### src/rtl/alu_sequencer.sv
// Sequences high-level ALU ops (ADD/SUB/AND/OR/XOR/NOT/CMPEQ/MUL) onto a minimal ADD/NAND/PASS1/EQ ALU.
// Compile-time option: define ALU_SEQ_MUL_EN to enable op 7 (MUL by 16-iteration shift-add).
module alu_sequencer (
    input  logic        clk,
    input  logic        rst,
    input  logic        req_valid,
    output logic        req_ready,
    input  logic [2:0]  req_op,
    input  logic [15:0] req_a,
    input  logic [15:0] req_b,
    output logic        rsp_valid,
    input  logic        rsp_ready,
    output logic [15:0] rsp_data,
    output logic        rsp_flag,
    output logic [1:0]  alu_func,
    output logic [15:0] alu_operand1,
    output logic [15:0] alu_operand2,
    input  logic [15:0] alu_result,
    input  logic        alu_eq
);

    localparam int unsigned DW = 16;
    localparam int unsigned SW = 6;

    localparam logic [1:0] F_ADD   = 2'b00;
    localparam logic [1:0] F_NAND  = 2'b01;
    localparam logic [1:0] F_PASS1 = 2'b10;
    localparam logic [1:0] F_EQ    = 2'b11;

    localparam logic [2:0] OP_ADD   = 3'd0;
    localparam logic [2:0] OP_SUB   = 3'd1;
    localparam logic [2:0] OP_AND   = 3'd2;
    localparam logic [2:0] OP_OR    = 3'd3;
    localparam logic [2:0] OP_XOR   = 3'd4;
    localparam logic [2:0] OP_NOT   = 3'd5;
    localparam logic [2:0] OP_CMPEQ = 3'd6;
    localparam logic [2:0] OP_MUL   = 3'd7;

    typedef enum logic [1:0] {S_IDLE, S_EXEC, S_RESP} state_t;

    state_t          r_state;
    logic [2:0]      r_op;
    logic [DW-1:0]   r_a, r_b, r_t1, r_t2;
    logic [SW-1:0]   r_step;
    logic            r_req_ready, r_rsp_valid, r_rsp_flag;
    logic [DW-1:0]   r_rsp_data;
    logic [1:0]      r_func;
    logic [DW-1:0]   r_op1, r_op2;

    logic [2:0]      w_op;
    logic [DW-1:0]   w_a, w_b, w_t1_nxt, w_t2_nxt;
    logic [SW-1:0]   w_step_nxt, w_k;
    logic            w_last;
    logic [1:0]      w_func;
    logic [DW-1:0]   w_op1, w_op2;

    // Number of ALU steps each op needs
    function automatic logic [SW-1:0] op_steps(input logic [2:0] op);
        case (op)
            OP_ADD, OP_NOT, OP_CMPEQ: op_steps = SW'(1);
            OP_AND:                   op_steps = SW'(2);
            OP_SUB, OP_OR:            op_steps = SW'(3);
            OP_XOR:                   op_steps = SW'(4);
`ifdef ALU_SEQ_MUL_EN
            default:                  op_steps = SW'(32);
`else
            default:                  op_steps = SW'(0);
`endif
        endcase
    endfunction

    assign w_op       = (r_state == S_IDLE) ? req_op : r_op;
    assign w_a        = (r_state == S_IDLE) ? req_a  : r_a;
    assign w_b        = (r_state == S_IDLE) ? req_b  : r_b;
    assign w_step_nxt = (r_state == S_IDLE) ? SW'(0) : r_step + SW'(1);
    assign w_k        = op_steps(r_op);
    assign w_last     = (w_k == SW'(0)) || (r_step == w_k - SW'(1));

    // Capture the result of the step just executed into the temporaries
    always_comb begin
        w_t1_nxt = r_t1;
        w_t2_nxt = r_t2;
        if (r_state == S_IDLE) begin
            w_t1_nxt = '0;
            w_t2_nxt = (req_op == OP_MUL) ? req_a : '0;
        end else if (r_state == S_EXEC) begin
            case (r_op)
                OP_CMPEQ: ;
                OP_OR, OP_XOR: begin
                    if (r_step == SW'(1)) w_t2_nxt = alu_result;
                    else                  w_t1_nxt = alu_result;
                end
                OP_MUL: begin
`ifdef ALU_SEQ_MUL_EN
                    if (r_step[0])              w_t2_nxt = alu_result;
                    else if (r_b[r_step[4:1]])  w_t1_nxt = alu_result;
`endif
                end
                default: w_t1_nxt = alu_result;
            endcase
        end
    end

    // ALU command for the upcoming step
    always_comb begin
        w_func = F_PASS1;
        w_op1  = '0;
        w_op2  = '0;
        case (w_op)
            OP_ADD: begin w_func = F_ADD; w_op1 = w_a; w_op2 = w_b; end
            OP_SUB: begin
                case (w_step_nxt)
                    SW'(0):  begin w_func = F_NAND; w_op1 = w_b;      w_op2 = w_b;      end
                    SW'(1):  begin w_func = F_ADD;  w_op1 = w_t1_nxt; w_op2 = DW'(1);   end
                    default: begin w_func = F_ADD;  w_op1 = w_a;      w_op2 = w_t1_nxt; end
                endcase
            end
            OP_AND: begin
                w_func = F_NAND;
                w_op1  = (w_step_nxt == SW'(0)) ? w_a : w_t1_nxt;
                w_op2  = (w_step_nxt == SW'(0)) ? w_b : w_t1_nxt;
            end
            OP_OR: begin
                w_func = F_NAND;
                case (w_step_nxt)
                    SW'(0):  begin w_op1 = w_a;      w_op2 = w_a;      end
                    SW'(1):  begin w_op1 = w_b;      w_op2 = w_b;      end
                    default: begin w_op1 = w_t1_nxt; w_op2 = w_t2_nxt; end
                endcase
            end
            OP_XOR: begin
                w_func = F_NAND;
                case (w_step_nxt)
                    SW'(0):  begin w_op1 = w_a;      w_op2 = w_b;      end
                    SW'(1):  begin w_op1 = w_a;      w_op2 = w_t1_nxt; end
                    SW'(2):  begin w_op1 = w_b;      w_op2 = w_t1_nxt; end
                    default: begin w_op1 = w_t2_nxt; w_op2 = w_t1_nxt; end
                endcase
            end
            OP_NOT:   begin w_func = F_NAND; w_op1 = w_a; w_op2 = w_a; end
            OP_CMPEQ: begin w_func = F_EQ;   w_op1 = w_a; w_op2 = w_b; end
            default: begin
`ifdef ALU_SEQ_MUL_EN
                // Even steps accumulate (PASS1 idle for a zero bit), odd steps double m
                if (w_step_nxt[0]) begin
                    w_func = F_ADD; w_op1 = w_t2_nxt; w_op2 = w_t2_nxt;
                end else if (w_b[w_step_nxt[4:1]]) begin
                    w_func = F_ADD; w_op1 = w_t1_nxt; w_op2 = w_t2_nxt;
                end
`endif
            end
        endcase
    end

    always_ff @(posedge clk) begin
        if (rst) begin
            r_state     <= S_IDLE;
            r_op        <= '0;
            r_a         <= '0;
            r_b         <= '0;
            r_t1        <= '0;
            r_t2        <= '0;
            r_step      <= '0;
            r_req_ready <= 1'b1;
            r_rsp_valid <= 1'b0;
            r_rsp_data  <= '0;
            r_rsp_flag  <= 1'b0;
            r_func      <= F_PASS1;
            r_op1       <= '0;
            r_op2       <= '0;
        end else begin
            case (r_state)
                S_IDLE: begin
                    if (req_valid) begin
                        r_state     <= S_EXEC;
                        r_op        <= req_op;
                        r_a         <= req_a;
                        r_b         <= req_b;
                        r_t1        <= w_t1_nxt;
                        r_t2        <= w_t2_nxt;
                        r_step      <= '0;
                        r_req_ready <= 1'b0;
                        r_func      <= w_func;
                        r_op1       <= w_op1;
                        r_op2       <= w_op2;
                    end
                end
                S_EXEC: begin
                    r_t1 <= w_t1_nxt;
                    r_t2 <= w_t2_nxt;
                    if (w_last) begin
                        r_state     <= S_RESP;
                        r_rsp_valid <= 1'b1;
                        r_step      <= '0;
                        r_func      <= F_PASS1;
                        r_op1       <= '0;
                        r_op2       <= '0;
                        case (r_op)
                            OP_CMPEQ: begin r_rsp_data <= '0; r_rsp_flag <= alu_eq; end
`ifdef ALU_SEQ_MUL_EN
                            OP_MUL:   begin r_rsp_data <= w_t1_nxt; r_rsp_flag <= 1'b0; end
`else
                            OP_MUL:   begin r_rsp_data <= '0; r_rsp_flag <= 1'b1; end
`endif
                            default:  begin r_rsp_data <= alu_result; r_rsp_flag <= 1'b0; end
                        endcase
                    end else begin
                        r_step <= w_step_nxt;
                        r_func <= w_func;
                        r_op1  <= w_op1;
                        r_op2  <= w_op2;
                    end
                end
                default: begin
                    if (rsp_ready) begin
                        r_state     <= S_IDLE;
                        r_rsp_valid <= 1'b0;
                        r_req_ready <= 1'b1;
                    end
                end
            endcase
        end
    end

    assign req_ready    = r_req_ready;
    assign rsp_valid    = r_rsp_valid;
    assign rsp_data     = r_rsp_data;
    assign rsp_flag     = r_rsp_flag;
    assign alu_func     = r_func;
    assign alu_operand1 = r_op1;
    assign alu_operand2 = r_op2;

endmodule
### config.mk
export PLATFORM = sky130hd
export DESIGN_NAME = alu_sequencer
export DESIGN_NICKNAME = d
export VERILOG_FILES = /design/src/rtl/alu_sequencer.sv
export SDC_FILE = /design/constraint.sdc
export NUM_CORES = 1
export LEC_CHECK = 0
export BUFFER_PORTS_ARGS = -buffer_cell sky130_fd_sc_hd__buf_2
export CORE_UTILIZATION = 25
export CTS_CLUSTER_DIAMETER = 120
export DETAILED_ROUTE_END_ITERATION = 8
export GPL_ROUTABILITY_DRIVEN = 0
export PLACE_DENSITY = 0.45
export SETUP_SLACK_MARGIN = 0.2
export SYNTH_ARGS = -nofsm -noshare
export SYNTH_HDL_FRONTEND = slang
export SYNTH_SLANG_ARGS = --single-unit
### constraint.sdc
create_clock -name clk -period 4.3 [get_ports clk]
set_input_delay 0.215 -clock clk [delete_from_list [all_inputs] [get_ports clk]]
set_output_delay 0.215 -clock clk [all_outputs]
set_load 0.01 [all_outputs]
==> flow_summary.yaml, run 1 <==
run_status:
  status: "complete, no violations"
floorplan:
  rows: 63
  fp.dieW_um: 178
  dieArea_um2: 31500
  ioPinCount: 109
  core_area_um2: 30000
  die_h_um: 178
  start_util_pct: 25.7
synth:
  yosysTopAreaCell: "dfxtp_1"
  synth_nets: 1068
  yosysWarningCount: 0
  ys_types: 75
  ys_seq_elements: 128
  avgSynthCellArea_um2: 7.64
  synthFlopType: "dfxtp_1"
  synthTopCellsByCount: "nand2_1, dfxtp_1, nor2_1, a21oi_1, o21ai_0"
  synth.top_cell.area_share_pct: 33.3
  yosysMostFrequentCell: "nand2_1"
  synth_cells: 1008
  synthTopCellsByArea: "dfxtp_1, nand2_1, mux2i_1"
  netlist_area_um2: 7700
  synthArstFlopShare_pct: 0
  synth_edf_count: 0
  yosysSeqAreaShare_pct: 33.3
timing:
  fin_hold_ws_ns: 0.0219
  fin_skew_ns: 0.0217
  min_period_over_period_pct: 89.7
  fin_setup_tns_ns: 0
  tightest_slew_ns: 0.913
  relSlewSlack_pct: 38.9
  fmax_mhz: 259
  rsz0062_at_grt: "false"
  min_period_ns: 3.86
  setup_violations: 0
  maxSlewViolCount: 0
  final-hold-violation-count: 0
finish:
  multi_input_area_um2: 4770
  fill_cells: 3266
  fin_area_um2: 9270
  drive_gt1_share_pct: 19.5
  area_growth_pct: 20.3
  diodes: 0
  final_nets: 1146
  final_core_util_pct: 30.9
  ff_latch_area_um2: 2560
placement:
  dpl.hpwl_um: 22500
  port_buffers: 108
  placed_cell_area_um2: 8680
cts:
  cts_sinks: 128
  cts-root-buf: "clkbuf_16"
  cts_resized: 0
  cts_max_path_buffers: 2
  cts_tree: "yes"
  cts_made_buffers: 17
  postCtsHoldBufs: 0
  clk_latency_ns: 0.44
  htreeDepth: 4
  postCtsSetupBuffers: 0
  clkTransAtPathRegs_ns: 0.07
worst_setup_path:
  critPathSlowestCell: "dfxtp_1"
  critical_path_class: "register to register"
  path_delay_family: "simple AND/OR/NAND/NOR gates"
  critPathLaunchType: "register"
  path_cells: "xnor2_1 > o21ai_1 > ha_1 > ha_1 > xnor2_1 > nor3_1 > and3_1 > a22o_1 > a211oi_2 > nand2b_1 > nor2_2 > a221o_1"
  crit_arrival_ns: 4.23
  timing.critical_path.fanout_max: 16
  critPathCaptureType: "register"
  slowest_delay_ns: 0.64
  worstPathRequired_ns: 4.68
  cp_num_buf_inv: 0
route:
  vias: 8149
  wl_per_cell_um: 21.5
  wirelength_um: 32000
  ant_nets: 0
  initialDrtViolationCount: 732
  avgViaCountPerCell: 5.47
  drtPass1Iterations: 6
  drc_errors: 0
grt:
  antenna_found_initial: 0
  grt_usage_pct: 20.3
  grt_pass1_vias: 7529
  grt_pass1_wl_um: 47800
  overflow: 0
  grt_max_degree: 46
power:
  p_leak_nw: 3.85
  vdd_drop_max_mv: 0.346
  power.density_nw_per_um2: 780
  total_power_w: 0.00723
min_path:
  hp-class: "input pin to register"
flow_run:
  drv_cap: 0
==> power by group <==
part | total (W) | switching [W] | internal, W
Clock | 0.00152 | 0.000637 | 0.000881
Combinational | 0.00387 | 0.00257 | 0.00130
Sequential | 0.00184 | 0.000290 | 0.00155
==> through the flow <==
step	std cells	setup slack (ns)
finish	1489	0.444
global route	1489	0.223
CTS	1489	0.484
detailed placement	1457	0.520
global placement	1457	0.572
floorplan	1008	1.28
==> registers in the layout, summed over array words and instances (netlist names), 2 cells and up <==
signal	cells
rsp_data	16
alu_operand2	16
alu_operand1	16
r_state	2
r_op	3
r_t1	16
r_a	16
r_b	16
alu_func	2
r_step	6
r_t2	16
==> worst paths after layout <==
kind | start | end | slack, ns | depth (start not counted)
hold / removal | req_b[1] | r_b[1] | 0.02 | 3
setup reg to reg | r_op[1] | alu_operand1[8] | 0.44 | 12
hold reg to reg | alu_operand2[8] | alu_operand2[8] | 0.45 | 2
setup / recovery | r_op[1] | alu_operand1[8] | 0.44 | 12
==> layer usage <==
metal  global-route usage, %  vias up  routed length [µm]
met1                    29.0     3873               15500
met5                       0        -                   0
li1                        -     3871                   -
met3                    4.03       54                2290
met2                    29.5      351               13400
met4                    8.19        0                 839
==> worst reg2reg max path: stages, from the launching register on <==
cell and delay, ns:
dfxtp_1 0.64, xnor2_1 0.28, o21ai_1 0.15, ha_1 0.22, ha_1 0.29, xnor2_1 0.15, nor3_1 0.07, and3_1 0.18
a22o_1 0.33, a211oi_2 0.28, nand2b_1 0.38, nor2_2 0.62, a221o_1 0.24
==> area by class of cell <==
class                           count  share of cell area (%)
Clock buffer                       19                    4.78
Clock inverter                     13                    1.62
Inverter                            8                   0.324
Multi-Input combinational cell    787                    51.5
Sequential cell                   128                    27.6
Tap cell                          390                    5.26
Timing Repair Buffer              144                    8.88
==> layout by cell type, fill, tap and decap left out, types with 4 or more instances in the layout <==
cell	instances
a221oi_1	15
inv_6	6
o22ai_1	20
nor2_1	92
dfxtp_1	128
nor4_1	4
and2_1	4
and3_1	11
o21ai_1	9
o21ai_0	58
a22oi_1	29
or2_2	4
nand2b_1	4
inv_1	8
o211a_1	10
nor2b_1	6
or2_0	9
a211o_1	4
nand3_1	7
clkbuf_16	17
a211oi_1	25
mux2i_1	45
buf_4	35
o221a_1	6
a2111oi_0	9
xnor2_1	5
buf_2	108
a21oi_1	66
a22o_1	18
nor3_1	12
mux2_2	13
ha_1	4
nand2_1	199
a221o_1	13
o211ai_1	6
a31oi_1	14
==> cell families (layout without fill, tap and decap cells) <==
logic type	Yosys count	after routing	synth area share, %
simple gates	376	376	21.1
compound gates	344	344	31.5
flops	128	128	33.3
buf+inv	93	184	5.12
mux	58	58	7.75
xor+xnor	5	5	0.569
fa+ha+maj	4	4	0.650
Power figures use the tool's default switching activity.
==> run 2, diff against run 1 <==
--- a/config.mk
+++ b/config.mk
@@ -6,11 +6,11 @@
 export NUM_CORES = 1
 export LEC_CHECK = 0
 export BUFFER_PORTS_ARGS = -buffer_cell sky130_fd_sc_hd__buf_2
-export CORE_UTILIZATION = 25
+export CORE_UTILIZATION = 45
 export CTS_CLUSTER_DIAMETER = 120
 export DETAILED_ROUTE_END_ITERATION = 8
 export GPL_ROUTABILITY_DRIVEN = 0
-export PLACE_DENSITY = 0.45
+export PLACE_DENSITY = 0.69
 export SETUP_SLACK_MARGIN = 0.2
 export SYNTH_ARGS = -nofsm -noshare
 export SYNTH_HDL_FRONTEND = slang
==> flow_summary.yaml, run 2 (same netlist as run 1, synthesis figures left out) <==
run_status:
  status: "complete, no violations"
worst_setup_path:
  path_cells: "or2_2 > buf_4 > nand2_1 > o21ai_1 > and2_0 > nand2_1 > a31o_2 > a31oi_1 > a221o_1"
  slowest_delay_ns: 0.80
  critPathCaptureType: "register"
  critPathLaunchType: "register"
  cp_num_buf_inv: 1
  critical_path_class: "register to register"
  cpMostUsedCell: "nand2_1"
  worstPathRequired_ns: 4.69
  path_delay_family: "simple AND/OR/NAND/NOR gates"
  critPathSlowestCell: "and2_0"
  crit_arrival_ns: 4.04
  timing.critical_path.fanout_max: 23
finish:
  final_nets: 1142
  final_core_util_pct: 54.0
  layout_commonest_cell: "nand2_1"
  final_cell_mix: "nand2_1, dfxtp_1, buf_2"
  drive_gt1_share_pct: 19.2
  finalNonFillerCells: 1315
  diodes: 0
  fill_cells: 1582
  area_growth_pct: 16.7
timing:
  maxSlewViolCount: 0
  fin_skew_ns: 0.0138
  fin_setup_tns_ns: 0
  rsz0062_at_grt: "false"
  setup_violations: 0
  min_period_ns: 3.65
  tightest_slew_ns: 1.07
  fin_hold_ws_ns: 0.0237
  min_period_over_period_pct: 84.9
  relSlewSlack_pct: 28.2
  final-hold-violation-count: 0
  fmax_mhz: 274
cts:
  cts_max_path_buffers: 2
  cts_resized: 0
  clk_latency_ns: 0.44
  clkTransAtPathRegs_ns: 0.07
  cts_tree: "yes"
  cts-root-buf: "clkbuf_16"
  postCtsSetupBuffers: 0
  htreeDepth: 4
  cts_made_buffers: 17
  postCtsHoldBufs: 0
  cts_sinks: 128
route:
  initialDrtViolationCount: 1102
  avgViaCountPerCell: 6.24
  wirelength_um: 26100
  drtPass1Iterations: 6
  ant_nets: 0
  drc_errors: 0
  wl_per_cell_um: 19.8
  vias: 8206
floorplan:
  core_area_um2: 16600
  ioPinCount: 109
  fp.dieW_um: 133
  start_util_pct: 46.3
  rows: 47
  die_h_um: 133
  dieArea_um2: 17600
power:
  p_sw_w: 0.00329
  p_seq_share_pct: 26.4
  p_clk_share_pct: 20.2
  p_leak_nw: 3.81
  comb_power_share_pct: 53.3
  internal_power_w: 0.00363
  power.density_nw_per_um2: 769
  swShare_pct: 47.5
  vdd_drop_max_mv: 0.444
  total_power_w: 0.00691
placement:
  dp.cells: 1283
  dpl.hpwl_um: 18100
  port_buffers: 108
min_path:
  hp-class: "input pin to register"
grt:
  overflow: 0
  grt_usage_pct: 29.8
  grt_pass1_wl_um: 40600
  grt_pass1_vias: 7161
  grt_max_degree: 67
  antenna_found_initial: 0
flow_run:
  drv_cap: 0
[run 2: worst register-to-register path: stages, from the launching register on]
cell	delay (ns)
dfxtp_1	0.61
or2_2	0.51
buf_4	0.35
nand2_1	0.08
o21ai_1	0.57
and2_0	0.80
nand2_1	0.17
a31o_2	0.27
a31oi_1	0.13
a221o_1	0.12
[run 2: layout make-up]
cell class | instances | area (µm²) | share of cell area [%]
tap | 220 | 275 | 3.06
multi-input combinational | 787 | 4770 | 53.0
sequential | 128 | 2560 | 28.5
clock buffer | 17 | 425 | 4.73
timing repair buffer | 140 | 793 | 8.82
clock inverter | 15 | 136 | 1.52
inverter | 8 | 30.0 | 0.334
[run 2: path summary, 6_finish.rpt]
check                  start               end  slack (ns)  cells past startpoint
min reg2reg  alu_operand2[8]   alu_operand2[8]        0.44                      2
max reg2reg       r_state[1]  alu_operand1[13]        0.65                      9
max               r_state[1]  alu_operand1[13]        0.65                      9
min                req_b[10]           r_b[10]        0.02                      3
[run 2: through the flow]
stage          instance area (µm²)  setup WS, ns
5_1_grt                       8990         0.465
3_3_place_gp                  8430         0.578
3_5_place_dp                  8430         0.771
6_report                      8990         0.651
2_1_floorplan                 7700          1.28
4_1_cts                       8990         0.762
[run 2: metal layers]
metal	GRT usage [%]	vias to the layer above	share of wire [%]
met5	0	-	0
met4	11.1	0	2.2
met3	10.5	56	13
met2	40.8	522	41
met1	42.5	3772	43
li1	-	3856	-
[run 2: power groups by stage]
| stage | clock [W] | sequential [W] | combinational, W |
|---|---|---|---|
| after global placement | 0 | 0.00184 | 0.00355 |
| final | 0.00140 | 0.00183 | 0.00369 |
| after floorplan | 0 | 0.00184 | 0.00240 |
| after CTS | 0.00141 | 0.00182 | 0.00359 |
| after detailed placement | 0 | 0.00184 | 0.00358 |
| after global routing | 0.00148 | 0.00187 | 0.00396 |
==> run 3, diff against run 2 <==
--- a/config.mk
+++ b/config.mk
@@ -5,12 +5,13 @@
 export SDC_FILE = /design/constraint.sdc
 export NUM_CORES = 1
 export LEC_CHECK = 0
+export ABC_AREA = 1
 export BUFFER_PORTS_ARGS = -buffer_cell sky130_fd_sc_hd__buf_2
 export CORE_UTILIZATION = 45
 export CTS_CLUSTER_DIAMETER = 120
 export DETAILED_ROUTE_END_ITERATION = 8
 export GPL_ROUTABILITY_DRIVEN = 0
-export PLACE_DENSITY = 0.69
+export PLACE_DENSITY = 0.71
 export SETUP_SLACK_MARGIN = 0.2
 export SYNTH_ARGS = -nofsm -noshare
 export SYNTH_HDL_FRONTEND = slang
==> constraint.sdc (replaced) <==
create_clock -name clk -period 2.93 [get_ports clk]
set_input_delay 0.1465 -clock clk [delete_from_list [all_inputs] [get_ports clk]]
set_output_delay 0.1465 -clock clk [all_outputs]
set_load 0.01 [all_outputs]
==> flow_summary.yaml, run 3 <==
cts:
  cts-root-buf: "clkbuf_16"
  cts_max_path_buffers: 2
  cts_sinks: 128
  htreeDepth: 4
  cts_made_buffers: 17
  cts_tree: "yes"
  clkTransAtPathRegs_ns: 0.06
  clk_latency_ns: 0.43
synth:
  synthSimpleGateAreaFrac_pct: 38.8
  synth_mux_area_share_pct: 0
  synth.top_cell.area_share_pct: 29.5
  yosysSeqAreaShare_pct: 29.5
  ys_seq_elements: 128
  synth_cells: 1449
  ys_types: 40
  synth_edf_count: 0
  netlist_area_um2: 8690
  yosysWarningCount: 0
  synthFlopType: "dfxtp_1"
  avgSynthCellArea_um2: 6.00
  yosysMostFrequentCell: "nand2_1"
  synthTopCellsByArea: "dfxtp_1, nand2_1, nand3_1"
  synthXorXnorAreaFrac_pct: 0.302
  yosysTopAreaCell: "dfxtp_1"
  synthTopCellsByCount: "nand2_1, nand3_1, dfxtp_1, inv_1, a21oi_1"
  synth_compound_area_share_pct: 19.9
  synthAdderAreaFrac_pct: 0.576
  synth_top_family_by_area: "simple AND/OR/NAND/NOR gates"
  synth_nets: 1509
  synthArstFlopShare_pct: 0
grt:
  grt_max_degree: 70
  grt_pass1_wl_um: 47600
  grt_pass1_vias: 8867
  antenna_found_initial: 0
  grt_usage_pct: 30.8
  overflow: 0
power:
  p_leak_nw: 4.95
  power.density_nw_per_um2: 796
  vdd_drop_max_mv: 0.440
  total_power_w: 0.00836
finish:
  final_nets: 1602
  final_core_util_pct: 55.7
  final_cell_mix: "nand2_1, nand3_1, dfxtp_1"
  diodes: 0
  drive_gt1_share_pct: 17.1
  layout_commonest_cell: "nand2_1"
  area_growth_pct: 20.7
route:
  drtPass1Iterations: 5
  vias: 10100
  wl_per_cell_um: 17.1
  avgViaCountPerCell: 5.58
  ant_nets: 0
  drc_errors: 0
  initialDrtViolationCount: 1357
  wirelength_um: 31100
timing:
  min_period_ns: 2.68
  fin_setup_tns_ns: 0
  fin_skew_ns: 0.00907
  rsz0062_at_grt: "false"
  maxSlewViolCount: 0
  setup_violations: 0
  fmax_mhz: 373
  tightest_slew_ns: 0.963
  min_period_over_period_pct: 91.4
  relSlewSlack_pct: 35.1
  final-hold-violation-count: 0
placement:
  port_buffers: 108
  dpl.hpwl_um: 20500
worst_setup_path:
  timing.critical_path.fanout_max: 8
  critical_path_class: "register to register"
  reg2reg_from: "r_op[0]"
  critPathCaptureType: "register"
  worstPathRequired_ns: 3.28
  crit_arrival_ns: 3.03
  reg2reg_slack_ns: 0.25
  crit_start: "r_op[0]"
  critPathLaunchType: "register"
flow_run:
  drv_cap: 0
floorplan:
  die_h_um: 141
  core_area_um2: 18800
  rows: 50
  start_util_pct: 46.2
  ioPinCount: 109
  fp.dieW_um: 141
  dieArea_um2: 19900
run_status:
  status: "complete, no violations"
min_path:
  hp-class: "input pin to register"
  hold_start: "req_b[6]"
-- run 3: cell types whose count changed after synthesis, sizes merged, moves of 14 or more --
cell / delta
o21ai: +41
a22o: -18
nand4: +19
nand2: +306
buf: +21
mux2i: -45
a22oi: -15
nand3: +158
inv: +119
a221oi: -15
o22ai: -19
a211oi: -14
a21oi: +48
a31oi: -14
-- run 3: routing by layer --
layer	global-route usage (%)	share of wire [%]	vias to the layer above	routed length (µm)
met5	0	0	-	0
met4	17.4	4.9	0	1540
met3	5.40	8.8	89	2730
met2	45.8	43	526	13300
met1	42.0	43	4565	13500
li1	-	-	4946	-
-- run 3: cell type report --
class,count,area (µm²)
clock buffers,20,447
clock inverters,12,184
fillers,1830,8330
inverters,128,493
multi-input cells,1098,5280
flip-flops and latches,128,2570
well taps,260,325
repair buffers,169,1190
-- run 3: timing repair --
item                       in CTS  in global routing
resized for setup               3                 29
pin swaps                       1                  9
setup endpoints to repair      39                 48
setup buffers                   1                 14
hold endpoints to repair        5                  0
gates cloned                    0                  4
hold buffers                    5                  0
-- run 3: critical path: stages, from the launching register on --
cell and delay [ns]:
dfxtp_4 0.37, inv_2 0.10, nand3_4 0.10, nand3_4 0.10
ha_2 0.19, ha_4 0.20, xor2_1 0.14, nand3_1 0.09
a21oi_1 0.05, a21oi_2 0.21, nand2_4 0.11, nand2_8 0.10
inv_4 0.06, nor3_4 0.22, buf_6 0.17, clkbuf_16 0.16
nand2_1 0.08, a21oi_2 0.13
-- run 3: per-stage QoR --
stage | hold slack, ns | worst slack (ns) | instance area [µm²] | cells
after floorplan | 0.305 | 0.512 | 8690 | 1449
after global placement | 0.433 | 0.249 | 9470 | 1759
after detailed placement | 0.437 | 0.165 | 9470 | 1759
after CTS | 0.00206 | 0.227 | 10200 | 1797
after global routing | 0.0246 | 0.162 | 10500 | 1815
final | 0.0117 | 0.251 | 10500 | 1815
-- run 3: power by group --
group	total (W)	switching [W]	internal, W
logic	0.00390	0.00260	0.00130
clock network	0.00231	0.000854	0.00145
registers	0.00215	0.000147	0.00201
-- run 3: kinds of logic after synthesis --
logic type / after synthesis
AO/OA/AOI/OAI: 293
AND/OR/NAND/NOR: 798
flip-flops: 128
XOR/XNOR: 3
buffers and inverters: 223
adder cells (fa/ha/maj): 4
-- run 3: worst paths after layout --
path,endpoint,depth (start not counted)
hold / removal,r_b[6],3
hold reg to reg,r_a[11],2
setup / recovery,alu_operand2[11],17
setup reg to reg,alu_operand2[11],17
